File: src/rtl/pu_msp430_arb_pkg.sv
// Shared types for the MSP430 data-memory arbiter.
//   owner_e     : which requester owns the read data returning next cycle
//   arb_state_e : arbiter FSM state (normal arbitration / locked DMA burst)
package pu_msp430_arb_pkg;

  typedef enum logic [1:0] {NONE, DBG, EU, DMA} owner_e;

  typedef enum logic {ARB, DMA_LOCK} arb_state_e;

endpackage

File: src/rtl/pu_msp430_sat_counter.sv
// Saturating up-counter with clear and a saturation flag.
//   mclk      : clock
//   puc_rst_n : synchronous active-low reset
//   inc       : count up (held at MAX once saturated)
//   clr       : restart; with inc also high the counter restarts at 1
//   sat       : counter equals MAX
module pu_msp430_sat_counter #(
  parameter int MAX = 4,
  parameter int W   = $clog2(MAX + 1)
) (
  input  logic mclk,
  input  logic puc_rst_n,
  input  logic inc,
  input  logic clr,
  output logic sat
);

  logic [W-1:0] cnt_q;

  assign sat = (cnt_q == W'(MAX));

  always_ff @(posedge mclk) begin
    if (!puc_rst_n)        cnt_q <= '0;
    else if (clr)          cnt_q <= inc ? W'(1) : '0;
    else if (inc && !sat)  cnt_q <= cnt_q + 1'b1;
  end

endmodule

File: src/rtl/pu_msp430_dmem_arbiter.sv
// Three-way data-memory arbiter (debug, execution unit, DMA) with
// zero-latency combinational grant, DMA starvation promotion and locked
// DMA bursts.
//   mclk, puc_rst_n          : clock, synchronous active-low reset
//   X_req/addr/wr/wdata      : request per requester (wr=00 is a read)
//   X_gnt                    : request accepted this cycle
//   X_rdata/X_rvalid         : read data, valid one cycle after a read grant
//   dma_lock                 : DMA wants to keep the port on following cycles
//   dmem_cen/addr/wen/din    : memory port (cen, wen low active)
//   dmem_dout                : memory read data, one cycle after access
module pu_msp430_dmem_arbiter
  import pu_msp430_arb_pkg::*;
#(
  parameter int AW         = 15,
  parameter int STARVE_MAX = 4,
  parameter int LOCK_MAX   = 8
) (
  input  logic          mclk,
  input  logic          puc_rst_n,
  input  logic          dbg_req,
  input  logic [AW-1:0] dbg_addr,
  input  logic [1:0]    dbg_wr,
  input  logic [15:0]   dbg_wdata,
  output logic          dbg_gnt,
  output logic [15:0]   dbg_rdata,
  output logic          dbg_rvalid,
  input  logic          eu_req,
  input  logic [AW-1:0] eu_addr,
  input  logic [1:0]    eu_wr,
  input  logic [15:0]   eu_wdata,
  output logic          eu_gnt,
  output logic [15:0]   eu_rdata,
  output logic          eu_rvalid,
  input  logic          dma_req,
  input  logic [AW-1:0] dma_addr,
  input  logic [1:0]    dma_wr,
  input  logic [15:0]   dma_wdata,
  output logic          dma_gnt,
  output logic [15:0]   dma_rdata,
  output logic          dma_rvalid,
  input  logic          dma_lock,
  output logic          dmem_cen,
  output logic [AW-1:0] dmem_addr,
  output logic [1:0]    dmem_wen,
  output logic [15:0]   dmem_din,
  input  logic [15:0]   dmem_dout
);

  arb_state_e    state_q, state_d;
  owner_e        own_q, own_d;
  logic          starve_sat, lock_sat, lock_leave;
  logic          dbg_win, eu_win, dma_win;
  logic          st_inc, st_clr, lk_inc, lk_clr;
  logic [1:0]    wr_sel;

  // Winner select. Reset forces every grant low.
  always_comb begin
    dbg_win = 1'b0;
    eu_win  = 1'b0;
    dma_win = 1'b0;
    if (puc_rst_n) begin
      if (dbg_req)                               dbg_win = 1'b1;
      else if (state_q == DMA_LOCK && dma_req)   dma_win = 1'b1;
      else if (starve_sat && dma_req)            dma_win = 1'b1;
      else if (eu_req)                           eu_win  = 1'b1;
      else if (dma_req)                          dma_win = 1'b1;
    end
  end

  assign dbg_gnt = dbg_win;
  assign eu_gnt  = eu_win;
  assign dma_gnt = dma_win;

  always_comb begin
    state_d    = state_q;
    lock_leave = 1'b0;
    case (state_q)
      ARB:      if (dma_win && dma_lock) state_d = DMA_LOCK;
      DMA_LOCK: if (!dma_lock || !dma_req || dbg_req || lock_sat) begin
                  state_d    = ARB;
                  lock_leave = 1'b1;
                end
      default:  state_d = ARB;
    endcase
  end

  // Starvation: a denied cycle counts up, a grant or idle DMA restarts it.
  // Leaving a lock also restarts it, even if dbg just preempted the DMA.
  assign st_clr = dma_win || !dma_req || lock_leave;
  assign st_inc = dma_req && !dma_win && !lock_leave;

  // Lock counter holds the number of burst grants already issued; the
  // entry grant in ARB loads 1, so saturating at LOCK_MAX-1 marks the
  // DMA_LOCK cycle that issues the final grant of the burst.
  assign lk_clr = (state_q == ARB) || lock_leave;
  assign lk_inc = (state_q == ARB) ? (dma_win && dma_lock) : !lock_leave;

  pu_msp430_sat_counter #(.MAX(STARVE_MAX)) u_starve_cnt (
    .mclk(mclk), .puc_rst_n(puc_rst_n), .inc(st_inc), .clr(st_clr), .sat(starve_sat)
  );

  pu_msp430_sat_counter #(.MAX(LOCK_MAX - 1)) u_lock_cnt (
    .mclk(mclk), .puc_rst_n(puc_rst_n), .inc(lk_inc), .clr(lk_clr), .sat(lock_sat)
  );

  // Memory port mux; idle leaves address/data at zero.
  always_comb begin
    dmem_addr = '0;
    dmem_din  = '0;
    wr_sel    = 2'b00;
    own_d     = NONE;
    if (dbg_win) begin
      dmem_addr = dbg_addr; dmem_din = dbg_wdata; wr_sel = dbg_wr;
      if (dbg_wr == 2'b00) own_d = DBG;
    end else if (eu_win) begin
      dmem_addr = eu_addr;  dmem_din = eu_wdata;  wr_sel = eu_wr;
      if (eu_wr == 2'b00) own_d = EU;
    end else if (dma_win) begin
      dmem_addr = dma_addr; dmem_din = dma_wdata; wr_sel = dma_wr;
      if (dma_wr == 2'b00) own_d = DMA;
    end
  end

  assign dmem_cen = ~(dbg_win | eu_win | dma_win);
  assign dmem_wen = ~wr_sel;

  always_ff @(posedge mclk) begin
    if (!puc_rst_n) begin
      state_q <= ARB;
      own_q   <= NONE;
    end else begin
      state_q <= state_d;
      own_q   <= own_d;
    end
  end

  // rvalid is also masked by reset so a read in flight when reset
  // arrives never reports data.
  assign dbg_rvalid = puc_rst_n && (own_q == DBG);
  assign eu_rvalid  = puc_rst_n && (own_q == EU);
  assign dma_rvalid = puc_rst_n && (own_q == DMA);

  assign dbg_rdata = dmem_dout;
  assign eu_rdata  = dmem_dout;
  assign dma_rdata = dmem_dout;

endmodule

File: config.mk
export PLATFORM = sky130hd
export DESIGN_NAME = pu_msp430_dmem_arbiter
export DESIGN_NICKNAME = d
export VERILOG_FILES = /design/src/rtl/pu_msp430_arb_pkg.sv /design/src/rtl/pu_msp430_sat_counter.sv /design/src/rtl/pu_msp430_dmem_arbiter.sv
export SDC_FILE = /design/constraint.sdc
export NUM_CORES = 1
export LEC_CHECK = 0
export CELL_PAD_IN_SITES_DETAIL_PLACEMENT = 2
export CELL_PAD_IN_SITES_GLOBAL_PLACEMENT = 2
export CORE_AREA = 2 2 83 85
export CTS_CLUSTER_DIAMETER = 150
export CTS_CLUSTER_SIZE = 24
export DETAILED_ROUTE_END_ITERATION = 12
export DIE_AREA = 0 0 85 87
export DONT_BUFFER_PORTS = 1
export PLACE_DENSITY = 0.84
export REMOVE_ABC_BUFFERS = 1
export SLEW_MARGIN = 20
export SYNTH_ARGS = -nofsm -noshare
export SYNTH_HDL_FRONTEND = slang
export SYNTH_HIERARCHICAL = 1
export SYNTH_SLANG_ARGS = --single-unit
File: constraint.sdc
create_clock -name mclk -period 1.9 [get_ports mclk]
set_clock_uncertainty 0.1 [all_clocks]
set_input_delay 0.19 -clock mclk [delete_from_list [all_inputs] [get_ports mclk]]
set_output_delay 0.19 -clock mclk [all_outputs]
set_load 0.005 [all_outputs]
### Word-level counts from Yosys, hierarchy flattened

Index checks and enable logic that the tools add are counted.

* flip-flop bits (word level): 9
* bits of input ports: 121
* output and inout bits: 88
* word-level logic and storage cells: 83

* $add $sub $neg: 2
* equal/unequal tests: 5
* multiplexer cells: 40
* bitwise logic cells: 5
* reduce and logical (&&, ||, !) cells: 27

Operators with widths (count)
* 2-to-1 mux 16 bit: 3
* 2-to-1 mux 15 bit: 3
* 2-to-1 mux 1 bit: 21
* 2-to-1 mux 2 bit: 8
* 2-to-1 mux 3 bit: 4
* logical AND 1 bit: 10
* adder 3 x 1 -> 3 bit (second input constant): 2
* == test 3 bit (second input constant): 2
* zero test 1 bit: 6
* zero test 2 bit: 3
* logical OR 1 bit: 6
* == test 2 bit (second input constant): 2
* nonzero test 2 bit: 2
* == test 2 x 1 -> 1 bit (second input constant): 1
* inverter 1 bit: 2
* inverter 2 bit: 1
* bitwise OR 1 bit: 2
* case mux 1 bit (2 select lines): 1

### Logic depth before layout (Yosys ltp)

Gate-level depths: netlist (run 1).

* depth after elaboration: 12
* mapped depth: 9
* mapped depth without buffers: 9

### Cells and area by module

The synthesis (run 1) kept the hierarchy.

By module, submodules not included
* pu_msp430_dmem_arbiter: instances 1, cells each 160, area an instance 1246.2 sq um, sequential area each 60.1 sq um
* pu_msp430_sat_counter (u_starve_cnt): instances 1, cells each 20, area an instance 181.4 sq um, sequential area each 60.1 sq um
* pu_msp430_sat_counter (u_lock_cnt): instances 1, cells each 17, area an instance 161.4 sq um, sequential area each 60.1 sq um

### Worst setup path before layout (run 1)

No wires, ideal clock.

* kind: register -> register
* from: reg u_starve_cnt.cnt_q[0]
* to: reg u_starve_cnt.cnt_q[1]
* library setup time: 0.114 ns
* arrival: 1.891 ns
* data required time: 1.686 ns
* setup slack: -0.206 ns
* stages on the path, launching flop included: 10
* buffers on the path: 0
* period minus slack after synthesis: 2.106 ns
* path through: dfxtp_1 inv_1 ha_1 and2_1 or3b_4 nand3_4 and3_2 a21boi_2 mux2i_1 nor2_1

* word-level cells in the longest chain between the ends: 11
* elaborated cells on any way between the ends: 17
* classes of those cells: add/sub: 1; eq/ne: 1; mux: 6; reduce/logical: 9

Ends and longest elaborated chain
* start, declared: line pu_msp430_sat_counter.sv:18 `logic [W-1:0] cnt_q;`
* start signal, assigned: line pu_msp430_sat_counter.sv:24 `else if (clr) cnt_q <= inc ? W'(1) : '0;`
* start signal, assigned: line pu_msp430_sat_counter.sv:25 `else if (inc && !sat) cnt_q <= cnt_q + 1'b1;`
* == test 3 bit: line pu_msp430_sat_counter.sv:20 `assign sat = (cnt_q == W'(MAX));`
* via starve_sat: line pu_msp430_dmem_arbiter.sv:51 `logic starve_sat, lock_sat, lock_leave;`
* logical AND 1 bit: line pu_msp430_dmem_arbiter.sv:64 `else if (starve_sat && dma_req) dma_win = 1'b1;`
* 2-to-1 mux 1 bit: line pu_msp430_dmem_arbiter.sv:64
* 2-to-1 mux 1 bit: line pu_msp430_dmem_arbiter.sv:63 `else if (state_q == DMA_LOCK && dma_req) dma_win = 1'b1;`
* 2-to-1 mux 1 bit: line pu_msp430_dmem_arbiter.sv:62 `if (dbg_req) dbg_win = 1'b1;`
* 2-to-1 mux 1 bit: line pu_msp430_dmem_arbiter.sv:61 `if (puc_rst_n) begin`
* zero test 1 bit: line pu_msp430_dmem_arbiter.sv:90 `assign st_inc = dma_req && !dma_win && !lock_leave;`
* logical AND 1 bit (2 in series): line pu_msp430_dmem_arbiter.sv:90
* via st_inc: line pu_msp430_dmem_arbiter.sv:53 `logic st_inc, st_clr, lk_inc, lk_clr;`
* logical AND 1 bit: line pu_msp430_sat_counter.sv:25
* nonzero test 2 bit (no line)

The timed path passes the listed nets, and every way through them passes these cells. The select of a mux whose other input is x is not followed.
A chain may end at the register's enable or synchronous reset.

### Final worst setup path (run 1)

* from: reg u_starve_cnt.cnt_q[1]
* to: out dmem_addr[12]

* word-level cells in the longest chain between the ends: 9
* elaborated cells on any way between the ends: 13
* classes of those cells: eq/ne: 1; mux: 11; reduce/logical: 1

Ends and longest elaborated chain
* == test 3 bit *: line pu_msp430_sat_counter.sv:20
* via starve_sat: line pu_msp430_dmem_arbiter.sv:51
* logical AND 1 bit *: line pu_msp430_dmem_arbiter.sv:64
* 2-to-1 mux 1 bit: line pu_msp430_dmem_arbiter.sv:64
* 2-to-1 mux 1 bit: line pu_msp430_dmem_arbiter.sv:63
* 2-to-1 mux 1 bit: line pu_msp430_dmem_arbiter.sv:62
* 2-to-1 mux 1 bit: line pu_msp430_dmem_arbiter.sv:61
* 2-to-1 mux 15 bit: line pu_msp430_dmem_arbiter.sv:118 `end else if (dma_win) begin`
* 2-to-1 mux 15 bit *: line pu_msp430_dmem_arbiter.sv:115 `end else if (eu_win) begin`
* 2-to-1 mux 15 bit *: line pu_msp430_dmem_arbiter.sv:112 `if (dbg_win) begin`
* end, declared: line pu_msp430_dmem_arbiter.sv:43 `output logic [AW-1:0] dmem_addr,`

The timed path passes the listed nets; every way through them passes the cells marked *.

==> summary.txt, run 1 <==
GRT
  • Initial antenna violation count: 4
  • Congestion Overflow GR: 0
  • Vias in the first global route: 1614
  • GRT Overall Usage: 0.235
  • Met2 Resource Use GR: 0.383
  • Global routing usage on met1: 0.205
  • Top Usage Layer GRT: met2
  • Largest net degree at the start of global routing: 48
  • Met3 Usage GRT: 0.190
  • Global-route wire length before repair: 12000 um

Worst setup path
  • Worst Reg-to-Reg Cells: 9
  • Crit Path Max Fanout: 6
  • Critical Path Source Type: flip-flop
  • Kind of critical path: flip-flop to primary output
  • Critical Path RT: 1.61 ns
  • CP Capture Type: primary output
  • Worst EP arrival: 2.01 ns
  • Reg2reg end: u_starve_cnt/cnt_q[1]
  • R2R Path Start: u_starve_cnt/cnt_q[1]
  • Reg2Reg Setup Slack: -0.39 ns

Clock tree
  • Clock transition at the registers of the reported paths: 0.05 ns
  • CTS tree: built
  • Root Driver: clkbuf_8
  • TritonCTS Buffers: 3
  • Clk_lat worst skew: 0.24 ns
  • CTS H-Tree Depth: 1
  • Num Clock Sinks: 9
  • Clock buffer depth: 2

STA
  • Period utilisation layout: 1.21
  • RSZ-0062 raised after global routing: yes
  • F_max: 435 MHz
  • Fin crit period: 2.30 ns
  • Pins over their slew limit: 0
  • Final hold violation count: 0
  • Measured slew at the worst slew-check pin: 0.418 ns
  • Smallest hold slack: 0.0147 ns
  • Final WS setup: -0.397 ns
  • Slew HR: 0.719
  • # setup viols final: 42

Drt
  • Remaining antenna violation count after routing: 0
  • Routed len/inst: 38.3 um
  • DRT iter0 DRCs: 67
  • Final wirelength: 9350 um
  • Via density: 6.30
  • Vias after detailed routing: 1536
  • Residual DRC: 0
  • Drt pass-1 iters: 4

Synth
  • Register bit total from synthesis: 9
  • Post-synthesis cell type count: 39
  • Post-Syn Area: 0.00159 mm^2
  • Syn_area_per_cell: 8.07 um^2
  • Top-area cell type share of the netlist area: 0.231
  • Synth Instances: 197
  • Sequential area share after synthesis: 0.113
  • Post-synth top area cell: buf_4
  • Yosys warnings: 6
  • Synth area leaders: buf_4 23%, a221o_1 17%, and3_1 13%

Floorplanning
  • Initial Util: 0.242
  • IO Count: 209
  • Core area: 0.00657 mm^2
  • Die Ht: 87 um
  • Die area: 0.00740 mm^2
  • Die W: 85 um
  • Row Count: 30

Flow run
  • Maxcap violations: 0

Placed design
  • PortBufs: 0
  • Placer Congestion: 0.833
  • DP Worst Slack: -0.255 ns
  • DP HPWL: 7490 um

Status
  • Status: finished with violations
  • Failing checks: setup timing

Cells and area
  • Number of fill cells in the layout: 769
  • Commonest cells after routing, fill and taps aside: 32 x and3_1, 27 x a221o_1, 15 x buf_4
  • Ratio of cells with drive above 1 in the final layout: 0.333
  • Commonest non-fill, non-tap cell in the layout: and3_1
  • Final net count: 288
  • Syn-to-layout area delta: -1.57%

Min path
  • Hold Crit Endpoint: state_q
  • Worst hold path class: input port to flip-flop
  • Hold path depth: 1
  • Hold path startpoint: puc_rst_n

Power
  • P_leak: 0.701 nW
  • Cell area power density: 405 mW/mm^2
  • VDD IR max: 0.000166 V
cells by family (layout without fill, tap and decap cells):
family | after synthesis | count (layout) | share of synthesized area
and+or+nand+nor | 67 | 67 | 0.261
buffers and inverters | 66 | 31 | 0.300
AOI/OAI and AO/OA | 48 | 48 | 0.276
DFF | 9 | 9 | 0.113
adders and majority gates | 4 | 4 | 0.0315
muxes | 3 | 3 | 0.0189
other | 0 | 2 | 0
flip-flops by register name (all words and copies together), names as in the netlist:
| name | count |
|---|---|
| u_lock_cnt/cnt_q | 3 |
| own_q | 2 |
| u_starve_cnt/cnt_q | 3 |
| state_q | 1 |
power by group:
part	switching, W	internal (W)	total [W]	leakage (nW)
sequential	0.00000345	0.000194	0.000197	0.0738
combinational	0.0000957	0.000106	0.000201	0.605
clock	0.0000868	0.000147	0.000234	0.0228
total	0.000186	0.000447	0.000633	0.701
worst max path at each step:
stage               depth (start not counted)             startpoint                     to
finish                                      7  u_starve_cnt/cnt_q[1]          dmem_addr[12]
global route                                7  u_starve_cnt/cnt_q[1]          dmem_addr[14]
CTS                                         7  u_starve_cnt/cnt_q[1]           dmem_addr[2]
detailed placement                          9  u_starve_cnt/cnt_q[1]  u_starve_cnt/cnt_q[1]
global placement                            7  u_starve_cnt/cnt_q[0]            dmem_wen[0]
floorplan                                   6  u_starve_cnt/cnt_q[0]          dmem_addr[10]
metal layers:
| metal | vias to the layer above | wire length (um) |
|---|---|---|
| li1 | 636 | - |
| met1 | 732 | 2900 |
| met2 | 140 | 4260 |
| met3 | 22 | 1590 |
| met4 | 6 | 502 |
| met5 | - | 97 |
metrics by stage:
step                total power (W)  instances  cell area [um^2]   util  setup TNS, ns
floorplan                  0.000323        135              1130      -         -11.46
global placement           0.000361        227              1330  0.203          -3.08
detailed placement         0.000369        227              1330  0.203          -5.51
CTS                        0.000632        238              1480  0.226         -14.05
global route               0.000665        242              1560  0.237         -16.82
finish                     0.000633        244              1560  0.238         -13.90
area by class of cell:
cell class                 instances  area (um^2)  share of cell area
antenna                            2         5.00             0.00320
multi-input combinational        122         1000               0.640
inverter                           4         27.5              0.0176
timing repair buffer              20          176               0.113
clock buffer                       4         45.0              0.0288
sequential                         9          183               0.117
tap                               80          100              0.0640
timing repair inverter             3         26.3              0.0168
critical path: stages (launching register included):
cell,delay [ns]
dfxtp_2,0.34
inv_2,0.04
ha_4,0.15
and2_4,0.15
or3b_4,0.41
nand3_4,0.20
clkinv_4,0.12
a221o_2,0.35
synth_stat cells, drive strengths merged:
cell and count:
a21boi 2, a21oi 3, a221o 31, a222oi 1, a22o 2, a31o 1, and2 2, and2b 1
and3 33, and4 1, and4b 1, buf 55, clkbuf 7, dfxtp 9, ha 4, inv 4
mux2i 3, nand2 5, nand2b 3, nand3 4, nand4 1, nand4b 1, nor2 10, nor2b 3
nor3 1, o211ai 2, o21ai 4, o31ai 2, or3b 1
timing repair:
item                                    in CTS  in global routing
setup buffers                                4                  3
hold buffers                                 0                  1
gates cloned                                 3                  0
hold endpoints to repair                     0                  1
pin swaps                                   10                  8
endpoints found under the setup margin      43                 43
gates resized for setup                     16                 11
Note: power is estimated with default switching activity, not from simulation.
==> run 2: changes to the inputs <==
==> constraint.sdc (replaced) <==
create_clock -name mclk -period 2.01 [get_ports mclk]
set_clock_uncertainty 0.1 [all_clocks]
set_input_delay 0.201 -clock mclk [delete_from_list [all_inputs] [get_ports mclk]]
set_output_delay 0.201 -clock mclk [all_outputs]
set_load 0.005 [all_outputs]
==> summary.txt, run 2 (synthesized netlist as in run 1, its figures left out) <==
Status
  • Status: finished with violations
  • Failing checks: setup timing

GRT
  • Met2 Resource Use GR: 0.374
  • Initial antenna violation count: 5
  • Global-route wire length before repair: 12200 um
  • GRT Overall Usage: 0.238
  • Top Usage Layer GRT: met2
  • Congestion Overflow GR: 0
  • Largest net degree at the start of global routing: 48
  • Met3 Usage GRT: 0.196
  • Vias in the first global route: 1630
  • Global routing usage on met1: 0.215

Power
  • VDD IR max: 0.000275 V
  • P_leak: 0.718 nW
  • Pwr Total: 0.000604 W
  • Cell area power density: 384 mW/mm^2

Clock tree
  • TritonCTS Buffers: 3
  • Clock buffer depth: 2
  • Num Clock Sinks: 9
  • CTS Hold Bufs: 0
  • Root Driver: clkbuf_8
  • CTS H-Tree Depth: 1
  • CTS tree: built
  • Clk_lat worst skew: 0.24 ns
  • Clock transition at the registers of the reported paths: 0.05 ns

Cells and area
  • Post-route cell area: 0.00157 mm^2
  • Top flop regs: u_lock_cnt/cnt_q x3, u_starve_cnt/cnt_q x3, own_q x2
  • Final net count: 290
  • Commonest cells after routing, fill and taps aside: 32 x and3_1, 27 x a221o_1, 14 x buf_4
  • Ratio of cells with drive above 1 in the final layout: 0.317
  • Commonest non-fill, non-tap cell in the layout: and3_1
  • Number of fill cells in the layout: 753
  • Syn-to-layout area delta: -1.18%
  • Final core utilization: 0.239

STA
  • Final hold violation count: 0
  • Final WS setup: -0.270 ns
  • Period utilisation layout: 1.13
  • Measured slew at the worst slew-check pin: 0.411 ns
  • Fin crit period: 2.28 ns
  • Pins over their slew limit: 0
  • # setup viols final: 42
  • Slew HR: 0.723
  • F_max: 439 MHz
  • RSZ-0062 raised after global routing: yes
  • Setup_tns: -9.33 ns

Floorplanning
  • Die W: 85 um
  • Initial Util: 0.242
  • Row Count: 30
  • IO Count: 209
  • Core area: 0.00657 mm^2
  • Die area: 0.00740 mm^2
  • Die Ht: 87 um

Worst setup path
  • Critical Path Source Type: flip-flop
  • CP Capture Type: primary output
  • Critical Path RT: 1.71 ns
  • Worst EP arrival: 1.98 ns
  • Slowest stage cell, crit path: or3b_4
  • Crit Path Max Fanout: 4
  • Worst path cell trace: inv_2 > ha_4 > and2_4 > or3b_4 > nand3_4 > buf_12 > inv_8 > a221o_1
  • Worst Reg-to-Reg Cells: 12
  • Kind of critical path: flip-flop to primary output
  • Slowest cell delay on critical path: 0.39 ns

Drt
  • Drt pass-1 iters: 4
  • Routed len/inst: 37.7 um
  • DRT iter0 DRCs: 67
  • Remaining antenna violation count after routing: 0
  • Vias after detailed routing: 1573
  • Via density: 6.39
  • Residual DRC: 0
  • Final wirelength: 9280 um

Placed design
  • Placer Congestion: 0.815
  • DP Worst Slack: -0.128 ns
  • DP HPWL: 7410 um
  • PortBufs: 0
  • Placed cell areas: 0.00132 mm^2

Min path
  • Worst hold path class: input port to flip-flop
  • Hold path depth: 1

Flow run
  • Maxcap violations: 0
## run 2: final timing paths
check                             start                   to  slack [ns]
hold reg to reg     u_lock_cnt/cnt_q[0]  u_lock_cnt/cnt_q[0]        0.41
setup / recovery  u_starve_cnt/cnt_q[0]          dmem_din[1]       -0.27
hold / removal                puc_rst_n              state_q        0.06
setup reg to reg  u_starve_cnt/cnt_q[0]  u_lock_cnt/cnt_q[1]       -0.19
## run 2: metal layers
metal,wire length [um],vias to the layer above
li1,-,642
met2,4070,158
met3,1660,25
met4,489,8
met1,2950,740
met5,110,-
## run 2: timing repair
item	4_1_cts	5_1_grt
cloned	5	0
setup buffers	8	2
endpoints found under the setup margin	42	42
hold endpoints to repair	0	0
gates resized for setup	18	3
pin swaps	13	7
## run 2: critical path, delay by kind of cell (launching register included)
family / cells / cell delay, ns
buffers and inverters: 3 / 0.25
AO/OA/AOI/OAI: 1 / 0.34
AND/OR/NAND/NOR: 3 / 0.66
adder cells (fa/ha/maj): 1 / 0.15
flip-flops: 1 / 0.33
## run 2: cell type report
class                           instances  area [um^2]  share of cell area
Multi-Input combinational cell        122          965               0.614
Timing Repair Buffer                   20          199               0.127
Sequential cell                         9          183               0.116
Tap cell                               80          100              0.0637
Timing Repair inverter                  5         46.3              0.0295
Clock buffer                            4         45.0              0.0287
Inverter                                4         27.5              0.0175
Antenna cell                            2         5.00             0.00319
## run 2: power by group
part	total, W	switching, W	internal [W]
clock network	0.000221	0.0000821	0.000139
logic	0.000196	0.0000908	0.000105
registers	0.000187	0.00000317	0.000183
## run 2: through the flow
stage	cells	hold WS, ns
3_5_place_dp	225	0.265
4_1_cts	242	0.0117
2_1_floorplan	135	0.247
3_3_place_gp	225	0.256
5_1_grt	244	0.0347
6_report	246	0.0641
